==> src/rtl/video_sync_generator.sv <==
// video_sync_generator: interlaced 525-line composite sync timing from a 4 MHz clock.
// A half-line position counter (pos, 127 clk) and a half-line counter (hl, 1050
// per frame) are decoded into registered, glitch-free active-low csync/vsync/burst,
// plus field, line_count and a frame_start pulse.
// Optional feature macro: SYNC_BURST_EN (burst generation; otherwise burst = 1).
module video_sync_generator (
  input  logic       clk4mhz,
  input  logic       rst,
  output logic       csync,
  output logic       vsync,
  output logic       burst,
  output logic       field,
  output logic [9:0] line_count,
  output logic       frame_start
);

  localparam logic [6:0]  POS_LAST  = 7'd126;
  localparam logic [10:0] HL_LAST   = 11'd1049;
  localparam logic [10:0] HL_FIELD2 = 11'd525;

  logic [6:0]  pos;
  logic [10:0] hl;

  logic       f2;
  logic [9:0] rel;
  logic       eq_rgn, broad_rgn, norm_rgn, even_hl;
  logic       csync_d, vsync_d;

  // half-line position and half-line index; one frame is 127 * 1050 clocks
  always_ff @(posedge clk4mhz or posedge rst) begin
    if (rst) begin
      pos <= '0;
      hl  <= '0;
    end else if (pos == POS_LAST) begin
      pos <= '0;
      hl  <= (hl == HL_LAST) ? '0 : hl + 11'd1;
    end else begin
      pos <= pos + 7'd1;
    end
  end

  // region decode: both fields share the same layout relative to their first half-line
  always_comb begin
    f2        = (hl >= HL_FIELD2);
    rel       = f2 ? 10'(hl - HL_FIELD2) : hl[9:0];
    eq_rgn    = (rel < 10'd6) || ((rel >= 10'd12) && (rel < 10'd18));
    broad_rgn = (rel >= 10'd6) && (rel < 10'd12);
    norm_rgn  = (rel >= 10'd18);
    even_hl   = ~hl[0];
    csync_d   = ~((eq_rgn    && (pos <= 7'd8))   ||
                  (broad_rgn && (pos <= 7'd107)) ||
                  (norm_rgn  && even_hl && (pos <= 7'd18)));
    vsync_d   = ~broad_rgn;
  end

  // registered outputs reflect the counter state from before the edge (latency 1)
  always_ff @(posedge clk4mhz or posedge rst) begin
    if (rst) begin
      csync       <= 1'b1;
      vsync       <= 1'b1;
      field       <= 1'b0;
      line_count  <= '0;
      frame_start <= 1'b0;
    end else begin
      csync       <= csync_d;
      vsync       <= vsync_d;
      field       <= f2;
      line_count  <= hl[10:1];
      frame_start <= (hl == 11'd0) && (pos == 7'd0);
    end
  end

`ifdef SYNC_BURST_EN
  logic burst_d;

  // burst flag sits just after the horizontal sync on full lines only
  always_comb begin
    burst_d = ~(norm_rgn && even_hl && (pos >= 7'd21) && (pos <= 7'd30));
  end

  // registered burst, same latency as the other outputs
  always_ff @(posedge clk4mhz or posedge rst) begin
    if (rst) burst <= 1'b1;
    else     burst <= burst_d;
  end
`else
  assign burst = 1'b1;
`endif

endmodule

==> config.mk <==
export PLATFORM = sky130hd
export DESIGN_NAME = video_sync_generator
export DESIGN_NICKNAME = d
export VERILOG_FILES = /design/src/rtl/video_sync_generator.sv
export SDC_FILE = /design/constraint.sdc
export NUM_CORES = 1
export LEC_CHECK = 0
export BUFFER_PORTS_ARGS = -buffer_cell sky130_fd_sc_hd__buf_2
export CAP_MARGIN = 20
export CORE_MARGIN = 2
export CORE_UTILIZATION = 40
export DETAILED_ROUTE_END_ITERATION = 7
export MAX_ROUTING_LAYER = met4
export PLACE_DENSITY = 0.63
export SLEW_MARGIN = 10
export SYNTH_ARGS = -nofsm -noshare
export SYNTH_HDL_FRONTEND = slang
export SYNTH_SLANG_ARGS = --single-unit
==> constraint.sdc <==
create_clock -name clk4mhz -period 5.7 [get_ports clk4mhz]
set_input_delay 0.57 -clock clk4mhz [delete_from_list [all_inputs] [get_ports clk4mhz]]
set_output_delay 0.57 -clock clk4mhz [all_outputs]
set_load 0.1 [all_outputs]
==> reports/metrics.cfg <==
[outcome]
status=finished, final reports clean

[flow_run]
drv_cap=0

[pwr]
ir_worst_vdd_mv=0.104
power_per_cell_area_nw_per_um2=215
leakage_nw=0.864

[grt]
track_usage_pct=16.4
grt_max_degree=33
grt_pass1_wl_mm=6.11
grtUsageMet3_pct=3.03
grt_pass1_vias=1302
met2_usage_pct=26.8
grt-ovfl-total=0
grt-busiest-layer=met2
met1_usage_pct=18.8
antenna_found_initial=0

[yosys]
synth_edf_count=0
synth-seq-cells=32
synth.most_common_cell=dfrtp_1
syn_nets=185
synth_common_cells=dfrtp_1 (30), nand2_1 (19), nor2_1 (14), o21ai_0 (12), nand3_1 (9)
yosys_warnings=0
synth.distinct_cells=50
ys_async_sr_fraction_pct=100
synth.top_cell.area_share_pct=43.0
yosys_most_used_dff=dfrtp_1
syn_area_um2=1750
avgSynthCellArea_um2=9.92
synth_cells=176
yosysSeqAreaShare_pct=46.0
yosys-top-cells-area=dfrtp_1 (43%), ha_1 (5.0%), nand2_1 (4.1%), o21ai_0 (3.4%), dfstp_2 (3.0%)
synth_top_area_cell=dfrtp_1

[timing]
relSlewSlack_pct=64.6
tightest_slew_ns=0.527
rsz0062_at_grt=no
fin_skew_ns=0.00464
period_needed_ns=2.46
finalSetupTns_ns=0
max_freq_ghz=0.406
slew_violations=0
timing.final.setup_violations=0
hold_viol_final=0
finalCritPeriodShare_pct=43.2

[layout]
seq_area_um2=803
drive_gt1_share_pct=19.6
syn2layout_area_growth_pct=10.1
multi_input_area_um2=856
final_net_count=197
final_cells=241
fillCellCount=417
n_antenna_cell=0

[routing]
vias_per_cell=5.44
dr.first_iter.drc_count=79
postRouteAntennaNets=0
drc=0
dr_total_vias=1312
avgRoutedWirePerCell_um=14.2
drt_first_pass_iters=4
drt_wl_total_mm=3.43

[critical_path]
worstSetupPathType=reg2reg
crit_path_max_incr_delay_ns=0.49
endpoint_kind=flip-flop
path_cells=inv_1 > ha_1 > o311ai_1 > a31oi_1 > mux2_2 > o211ai_1 > nand2b_1 > or2_1
cp.arrival_ns=2.68
startpoint_type=flip-flop
slowest_stage=dfrtp_1
rrSetupSlack_ns=3.24
crit_fanout=8
worst_ep_required_time_ns=5.91

[clock_tree]
cts_hold_buf=0
cts_setup_buffers=0
clock_latency_ns=0.28
clkTransAtPathRegs_ns=0.07
htreeDepth=2
cts_resized=0
cts_buffers=5
clkSinkCount=32
cts_root_buffer=clkbuf_8
cts_tree=built
cts_buffer_depth=2

[placed_design]
io_buffers=15
hpwl_mm=2.42
dp.cells=233
place_congestion=0.837

[die]
floorplan.initialDensity_pct=40.9
ios=17
rows=24
die_w_um=70.1
die_h_um=70.1
die_area_um2=4910
core_um2=4260

[hold_path]
hold_path_class=in2async

==> placed cells by master, fill, tap and decap left out, types with 2 or more instances in the layout <==
master    count
dfrtp_1      30
nand2_1      19
buf_2        15
nor2_1       14
o21ai_0      12
nand3_1       9
ha_1          7
inv_1         6
a21oi_1       6
xor2_1        6
clkbuf_8      6
and3_1        4
xnor2_1       4
nor3_1        4
nand3b_1      3
mux2_2        3
o211ai_1      3
nor3_2        2
nand4_1       2
or3_1         2
nor4_1        2
clkinv_2      2
dfstp_2       2
==> report_power, final <==
group | internal [W] | switching [W] | total [W]
logic | 0.000000746 | 0.00000712 | 0.00000786
clock network | 0.0000962 | 0.0000821 | 0.000178
registers | 0.000227 | 0 | 0.000227
total | 0.000324 | 0.0000892 | 0.000413
==> critical path: cells and delay by family, from the launching register on <==
family / cells / cell delay (ns)
buffers and inverters: 1 / 0.17
AOI/OAI and AO/OA: 3 / 0.82
muxes: 1 / 0.33
and+or+nand+nor: 2 / 0.33
DFF: 1 / 0.49
adders and majority gates: 1 / 0.25
==> per-layer routing <==
layer  vias to the layer above  wire, µm
met5                         -         0
met4                         0       102
met3                         9       152
met2                        39      1670
met1                       617      1500
li1                        647         -
==> final cells by class <==
| type | instances | share of cell area [%] |
|---|---|---|
| multi-input cells | 127 | 44.5 |
| flip-flops and latches | 32 | 41.8 |
| clock buffers | 6 | 4.30 |
| repair buffers | 16 | 4.30 |
| well taps | 52 | 3.39 |
| inverters | 6 | 1.17 |
| clock inverters | 2 | 0.521 |
==> flip-flops by register name, indices dropped and copies added, names as in the netlist <==
signal       cells
hl              11
line_count      10
pos              7
csync            1
field            1
frame_start      1
vsync            1
==> cell families (layout without fill, tap and decap cells) <==
family	after synthesis	count (layout)	share of synthesized area, %
AND/OR/NAND/NOR	69	69	22.2
flip-flops	32	32	46.0
adder cells (fa/ha/maj)	7	7	5.02
buffers and inverters	17	30	4.95
other	1	1	0.215
multiplexers	3	3	1.94
XOR/XNOR	10	10	5.02
AO/OA/AOI/OAI	37	37	14.6
==> stage by stage <==
step	area, µm²	utilization (%)	worst slack (ns)	power, W	hold WS, ns
2_1_floorplan	1750	-	3.59	0.000238	0.349
3_3_place_gp	1830	42.9	3.45	0.000239	0.494
3_5_place_dp	1830	42.9	3.26	0.000240	0.506
4_1_cts	1920	45.1	3.25	0.000420	0.367
5_1_grt	1920	45.1	3.00	0.000429	0.407
6_report	1920	45.1	3.24	0.000413	0.356
==> path summary, 6_finish.rpt <==
path	startpoint	to	cells after the start
setup reg to reg	hl[1]	vsync	8
hold / removal	rst	line_count[8]	3
hold reg to reg	pos[0]	pos[0]	1
setup / recovery	hl[1]	vsync	8
max in group asynchronous	rst	csync	3
min in group clk4mhz	pos[0]	pos[0]	1
No activity file was read; power rests on OpenSTA's default activity.
